## src/rtl/arcabuco_uart_rx.sv

```systemverilog
// arcabuco_uart_rx: 8N1 UART receiver with a small receive FIFO and
// a registered DATA/STATUS read port.
// Ports:
//   clock, reset        - system clock, synchronous active-high reset
//   rx_pad              - asynchronous serial input, idles high
//   rd_en, addr         - read strobe; addr 0 = DATA, 1 = STATUS
//   rd_data             - registered read data (one-cycle latency)
//   rx_valid            - FIFO not empty
module arcabuco_uart_rx #(
    parameter int CLKS_PER_BIT = 16,
    parameter int FIFO_DEPTH   = 4
) (
    input  logic        clock,
    input  logic        reset,
    input  logic        rx_pad,
    input  logic        rd_en,
    input  logic        addr,
    output logic [31:0] rd_data,
    output logic        rx_valid
);

    localparam int CW = $clog2(CLKS_PER_BIT);
    localparam int AW = $clog2(FIFO_DEPTH);
    localparam int PW = AW + 1;
    localparam logic [CW-1:0] HALF_M1 = CW'(CLKS_PER_BIT / 2 - 1);
    localparam logic [CW-1:0] FULL_M1 = CW'(CLKS_PER_BIT - 1);

    typedef enum logic [1:0] {
        IDLE,
        START,
        DATA,
        STOP
    } state_e;

    state_e          state_q, state_d;
    logic [1:0]      sync_q, sync_d;
    logic [CW-1:0]   cnt_q, cnt_d;
    logic [2:0]      idx_q, idx_d;
    logic [7:0]      sh_q, sh_d;
    logic [7:0]      mem_q [FIFO_DEPTH];
    logic [7:0]      mem_d [FIFO_DEPTH];
    logic [PW-1:0]   wptr_q, wptr_d;
    logic [PW-1:0]   rptr_q, rptr_d;
    logic            frame_err_q, frame_err_d;
    logic            overrun_q, overrun_d;
    logic [31:0]     rd_data_q, rd_data_d;

    logic rx_s;
    logic push;
    logic frame_evt;
    logic empty;
    logic full;
    logic pop;
    logic wr;
    logic ovr_evt;
    logic status_rd;

    assign sync_d = {sync_q[0], rx_pad};
    assign rx_s   = sync_q[1];

    // Receive FSM
    always_comb begin
        state_d   = state_q;
        cnt_d     = cnt_q;
        idx_d     = idx_q;
        sh_d      = sh_q;
        push      = 1'b0;
        frame_evt = 1'b0;
        unique case (state_q)
            IDLE: begin
                if (!rx_s) begin
                    state_d = START;
                    cnt_d   = '0;
                end
            end
            START: begin
                if (cnt_q == HALF_M1) begin
                    cnt_d   = '0;
                    idx_d   = '0;
                    // A high level at mid start bit is a glitch.
                    state_d = rx_s ? IDLE : DATA;
                end else begin
                    cnt_d = cnt_q + CW'(1);
                end
            end
            DATA: begin
                if (cnt_q == FULL_M1) begin
                    cnt_d       = '0;
                    sh_d[idx_q] = rx_s;
                    if (idx_q == 3'd7) begin
                        state_d = STOP;
                    end else begin
                        idx_d = idx_q + 3'd1;
                    end
                end else begin
                    cnt_d = cnt_q + CW'(1);
                end
            end
            STOP: begin
                if (cnt_q == FULL_M1) begin
                    cnt_d   = '0;
                    state_d = IDLE;
                    if (rx_s) begin
                        push = 1'b1;
                    end else begin
                        frame_evt = 1'b1;
                    end
                end else begin
                    cnt_d = cnt_q + CW'(1);
                end
            end
            default: state_d = IDLE;
        endcase
    end

    // FIFO, flags and read port
    assign empty = (wptr_q == rptr_q);
    assign full  = (wptr_q[AW-1:0] == rptr_q[AW-1:0]) &&
                   (wptr_q[AW] != rptr_q[AW]);
    assign pop       = rd_en && !addr && !empty;
    // A pop on the same edge frees the slot, so a full FIFO still accepts.
    assign wr        = push && (!full || pop);
    assign ovr_evt   = push && full && !pop;
    assign status_rd = rd_en && addr;

    always_comb begin
        mem_d = mem_q;
        if (wr) begin
            mem_d[wptr_q[AW-1:0]] = sh_q;
        end
        wptr_d = wr  ? wptr_q + PW'(1) : wptr_q;
        rptr_d = pop ? rptr_q + PW'(1) : rptr_q;
        // New error events win over a clear-on-read.
        frame_err_d = (frame_err_q && !status_rd) || frame_evt;
        overrun_d   = (overrun_q && !status_rd) || ovr_evt;
        rd_data_d = rd_data_q;
        if (rd_en) begin
            if (addr) begin
                rd_data_d = {28'b0, frame_err_q, overrun_q, full, !empty};
            end else if (!empty) begin
                rd_data_d = {24'b0, mem_q[rptr_q[AW-1:0]]};
            end else begin
                rd_data_d = '0;
            end
        end
    end

    always_ff @(posedge clock) begin
        if (reset) begin
            state_q     <= IDLE;
            sync_q      <= 2'b11;
            cnt_q       <= '0;
            idx_q       <= '0;
            sh_q        <= '0;
            wptr_q      <= '0;
            rptr_q      <= '0;
            frame_err_q <= 1'b0;
            overrun_q   <= 1'b0;
            rd_data_q   <= '0;
        end else begin
            state_q     <= state_d;
            sync_q      <= sync_d;
            cnt_q       <= cnt_d;
            idx_q       <= idx_d;
            sh_q        <= sh_d;
            wptr_q      <= wptr_d;
            rptr_q      <= rptr_d;
            frame_err_q <= frame_err_d;
            overrun_q   <= overrun_d;
            rd_data_q   <= rd_data_d;
        end
    end

    // Storage needs no reset; the pointers define which entries are live.
    always_ff @(posedge clock) begin
        mem_q <= mem_d;
    end

    assign rd_data  = rd_data_q;
    assign rx_valid = !empty;

endmodule
```

## config.mk

```make
export PLATFORM = sky130hd
export DESIGN_NAME = arcabuco_uart_rx
export DESIGN_NICKNAME = d
export VERILOG_FILES = /design/src/rtl/arcabuco_uart_rx.sv
export SDC_FILE = /design/constraint.sdc
export NUM_CORES = 1
export LEC_CHECK = 0
export BUFFER_PORTS_ARGS = -buffer_cell sky130_fd_sc_hd__buf_4
export CAP_MARGIN = 10
export CELL_PAD_IN_SITES_DETAIL_PLACEMENT = 0
export CELL_PAD_IN_SITES_GLOBAL_PLACEMENT = 1
export CORE_MARGIN = 10
export CORE_UTILIZATION = 45
export CTS_CLUSTER_DIAMETER = 60
export DETAILED_ROUTE_END_ITERATION = 10
export HOLD_SLACK_MARGIN = 0.03
export PLACE_DENSITY_LB_ADDON = 0.1
export SLEW_MARGIN = 20
export SYNTH_ARGS = -nofsm -noshare
export SYNTH_HDL_FRONTEND = slang
export SYNTH_SLANG_ARGS = --single-unit
```

## constraint.sdc

```tcl
create_clock -name clock -period 4.2 [get_ports clock]
set_clock_uncertainty 0.2 [all_clocks]
set_input_delay 0.42 -clock clock [delete_from_list [all_inputs] [get_ports clock]]
set_output_delay 0.42 -clock clock [all_outputs]
set_load 0.02 [all_outputs]
```

== Word-level counts from Yosys, hierarchy flattened ==
Index checks and enable logic that the tools add are counted.

* Multipliers: 0
* Bitwise logic cells: 2
* Add/subtract/negate cells: 4
* Div/mod/pow operators: 0
* $lt $le $gt $ge: 5
* Reduce and logical (&&, ||, !) cells: 25
* Mux-type cells: 32
* Shift-type cells: 0
* Equal/unequal tests: 15

{| class="wikitable"
|+ Operators by type and width
! operator !! number
|-
| 2-to-1 mux 8 bit || 5
|-
| bitwise mux 32 bit || 1
|-
| binary-select mux 8 bit (select 2 bit) || 1
|-
| demux 8 bit (select 2 bit) || 1
|-
| 2-to-1 mux 2 bit || 6
|-
| 2-to-1 mux 4 bit || 3
|-
| != test 2 bit (second input constant) || 6
|-
| case mux 4 bit (3 select lines) || 1
|-
| logical AND 1 bit || 11
|-
| adder 3 x 1 -> 3 bit (second input constant) || 3
|-
| 2-to-1 mux 3 bit || 3
|-
| bitwise mux 8 bit || 1
|-
| case mux 2 bit (4 select lines) || 1
|-
| 2-to-1 mux 1 bit || 7
|-
| greater-or-equal comparator 3 bit (second input constant) || 2
|-
| NOT 2 -> 3 bit || 2
|-
| case mux 3 bit (2 select lines) || 1
|-
| logical NOT 1 bit || 5
|-
| AND reduction 5 bit || 1
|-
| adder 4 x 1 -> 4 bit (second input constant) || 1
|-
| equality test 2 bit (second input constant) || 2
|-
| equality test 4 x 3 -> 1 bit (second input constant) || 1
|-
| equality test 4 bit (second input constant) || 1
|-
| less-than comparator 3 x 4 -> 1 bit (second input constant) || 1
|-
| 14 further kinds || 16
|}

* Input bits: 5
* Register bits after elaboration: 91
* Memories kept: 0
* Latch bits: 0
* Memory bits (read-only): 0
* Memory bits (writable): 0
* Word-level logic and storage cells: 97
* Output and inout bits: 33

== Depth between registers and ports, before layout ==
* Word-level depth: 6
* Gate-level depth with buffers: 7

== Least setup slack after synthesis ==
No wires, ideal clock.

* Path kind: reg2reg
* Start point: reg cnt_q[0]
* End point: reg wptr_q[2]
* Setup slack: 1,944 ps
* Library setup time: 123 ps
* Stages on the path, launching flop included: 8
* Arrival: 1,933 ps
* Cell sequence: dfxtp_1 -> ha_1 -> buf_4 -> and4_1 -> buf_2 -> nand3_1 -> a211oi_2 -> mux2_1

* Cells in the longest elaborated chain, start to end: 4

{| class="wikitable"
|+ RTL lines
! element !! RTL line !! text
|-
| start, declared || 37 || <nowiki>logic [CW-1:0] cnt_q, cnt_d;</nowiki>
|-
| start signal, assigned || 163 || <nowiki>cnt_q <= cnt_d;</nowiki>
|-
| equality test 4 bit || 100 || <nowiki>if (cnt_q == FULL_M1) begin</nowiki>
|-
| 2-to-1 mux 1 bit || 100 ||
|-
| 2-to-1 mux 1 bit || 69 || <nowiki>unique case (state_q)</nowiki>
|-
| logical AND 1 bit || 122 || <nowiki>assign wr = push && (!full || pop);</nowiki>
|-
| end signal, assigned || 166 || <nowiki>wptr_q <= wptr_d;</nowiki>
|-
| end, declared || 42 || <nowiki>logic [PW-1:0] wptr_q, wptr_d;</nowiki>
|}

Every way passes these cells.
A chain may end at the register's enable or synchronous reset.

== Worst setup path in the final report ==
Ends and elaborated chain as after synthesis.

==> results.tsv <==
metric	value	unit
outcome	finished, final reports clean	
postSynthCellCount	265	
timing.setup.tns	0	ns
core_area	6760	um2
die_h	103	um
cap_violations	0	
numPortBuffers	13	
slowest_stage	a211oi_2	
dr_total_vias	1883	
antenna_found_initial	0	
post-route-period-util	0.628	
die_x	103	um
final_core_util	0.495	
fin_cells	358	
min_period	2.64	ns
htreeDepth	3	
grt_first_pass_wirelength	9590	um
synth_cell_types	53	
fillers	641	
ys_seq_area_frac	0.533	
arrival	2.67	ns
clk_pin_slew_worst_paths	0.08	ns
drtIter0Drc	61	
nets	286	
postRouteAntennaNets	0	
ir_drop	0.168	mV
max_freq	0.379	GHz
wl_per_cell	16.3	um
power	1280	uW
slew_viol_final	0	
cts_buffers	9	
cts_resized	0	
totalWireLength	5820	um
max_stage_delay	0.64	ns
place_inst	342	
clkLatencyLatePin	0.34	ns
drive_above_1_share	0.158	
setup_viol	0	
synth_area_leader_cell	edfxtp_1	
p_per_area	382	nW/um2
dr.pass1.iters	4	
cts_hold_buf	0	
cts.sinks	67	
synth-main-ff-cell	dfxtp_1	
crit_required	4.24	ns
area_growth	7.34	%
crit_path_max_fanout	9	
gr-total-overflow	0	
detailed_place_hpwl	4150	um
grt_usage	0.118	
postCtsSetupRepairBufs	0	
grt_pass1_vias	1824	
slew_headroom	0.513	
avgSynthCellArea	11.8	um2
start_kind	flop	
antenna_cells	0	
end_kind	flop	
rows	30	
worstPathCellList	ha_1 -> and4_1 -> nand3_1 -> a211oi_2 -> mux2_1	
gp_congestion	0.763	
cts_tree	built	
ys_ff_latch	67	
synth_top_area_share	0.308	
p_leak	0.00125	uW
start_util	0.461	
hp-class	in -> reg	
cts_buffer_depth	2	
pin_count	38	
synth_edf_count	32	
grt_max_degree	34	
via_per_inst	5.26	
hold_viol_final	0	
yosys_warnings	0	
drc	0	
synth.cell_area	3120	um2
worstMarginPinSlew	0.728	ns
worstSetupPathType	reg -> reg	
async_reset_ff_frac	0	
rsz0062_at_grt	no	
yosys-top-cells-area	edfxtp_1, dfxtp_1, buf_4	
cts-root-buf	clkbuf_8	
die-area	10700	um2
[final timing paths]
check                  from        end  slack [ns]  cells after the start
setup / recovery   cnt_q[0]  wptr_q[2]        1.56                      5
hold / removal       rx_pad  sync_q[0]        0.06                      2
setup reg to reg   cnt_q[0]  wptr_q[2]        1.56                      5
hold reg to reg   sync_q[0]  sync_q[1]        0.21                      1
[metal layers]
layer / vias to the layer above / global-route usage / wire length [um]
met5: - / 0 / 0
met4: 0 / 0.0513 / 87
met3: 7 / 0.0359 / 247
met2: 29 / 0.178 / 2660
met1: 910 / 0.152 / 2830
li1: 937 / - / -
[cell usage in the layout, fill, tap and decap left out, drive strengths merged, types with 4 or more instances in the layout]
master and count:
dfxtp 35, inv 17, a31oi 5, nor2b 5, buf 13, or2 4, a32o 5, clkbuf 9
mux2i 10, a21oi 11, ha 8, mux4 8, edfxtp 32, conb 24, nand2 10, nor4 6
nor2 23
[state kept, by name, indices dropped and copies added (netlist names), 2 cells and up, named ones only]
signal and flops:
cnt_q 4, idx_q 3, mem_q 32, rd_data 8
rptr_q 3, sh_q 8, sync_q 2, wptr_q 3
[power by group]
group,switching (uW),total (uW),internal (uW)
logic,33.7,41.3,7.61
registers,5.60,684,679
clock network,271,554,283
total,310,1280,970
[synth_stat cells (2+ instances only)]
library cell and n:
a31oi_1 5, xor2_1 3, a32o_1 5, inv_1 14, o211ai_1 3, clkbuf_1 8, and3_1 2, nand4_1 2
nand2_1 10, edfxtp_1 32, and2_1 3, nor4_1 6, ha_1 8, o22ai_1 3, mux4_2 8, a21oi_1 10
buf_4 26, buf_6 2, or4b_1 3, or2_2 3, nor2_1 23, dfxtp_1 35, xnor2_1 3, buf_2 2
nand2b_1 2, mux2i_1 10, nand4b_1 3, nand3b_1 2, nor2b_1 5
[cells by family (layout without fill, tap and decap cells)]
group           Yosys count  after routing  synth area share
other cells               1             24           0.00120
simple gates             72             72             0.128
xor+xnor                  6              6            0.0169
buf+inv                  53             43             0.101
mux                      20             20            0.0971
fa+ha+maj                 8              8            0.0321
flops                    67             67             0.533
compound gates           38             38            0.0907
[cell type report]
type / count / area (um2) / share of cell area
Timing Repair Buffer: 13 / 97.6 / 0.0292
Multi-Input combinational cell: 168 / 1230 / 0.367
Inverter: 14 / 52.6 / 0.0157
Sequential cell: 67 / 1660 / 0.496
Clock inverter: 7 / 82.6 / 0.0247
Clock buffer: 9 / 124 / 0.0370
Tap cell: 80 / 100 / 0.0299
[per-stage QoR]
step	hold slack (ns)	setup WS (ns)	area, um2
after floorplan	0.189	1.94	3200
after global placement	0.195	1.64	3140
after detailed placement	0.201	1.58	3140
after CTS	0.0429	1.55	3350
after global routing	0.0464	1.38	3350
final	0.0615	1.56	3350
[critical path, delay by kind of cell, from the launching register on]
kind / cells / cell delay, ns
AO/OA/AOI/OAI: 1 / 0.64
flip-flops: 1 / 0.43
adder cells (fa/ha/maj): 1 / 0.37
multiplexers: 1 / 0.38
AND/OR/NAND/NOR: 2 / 0.52
Power figures use the tool's default switching activity.
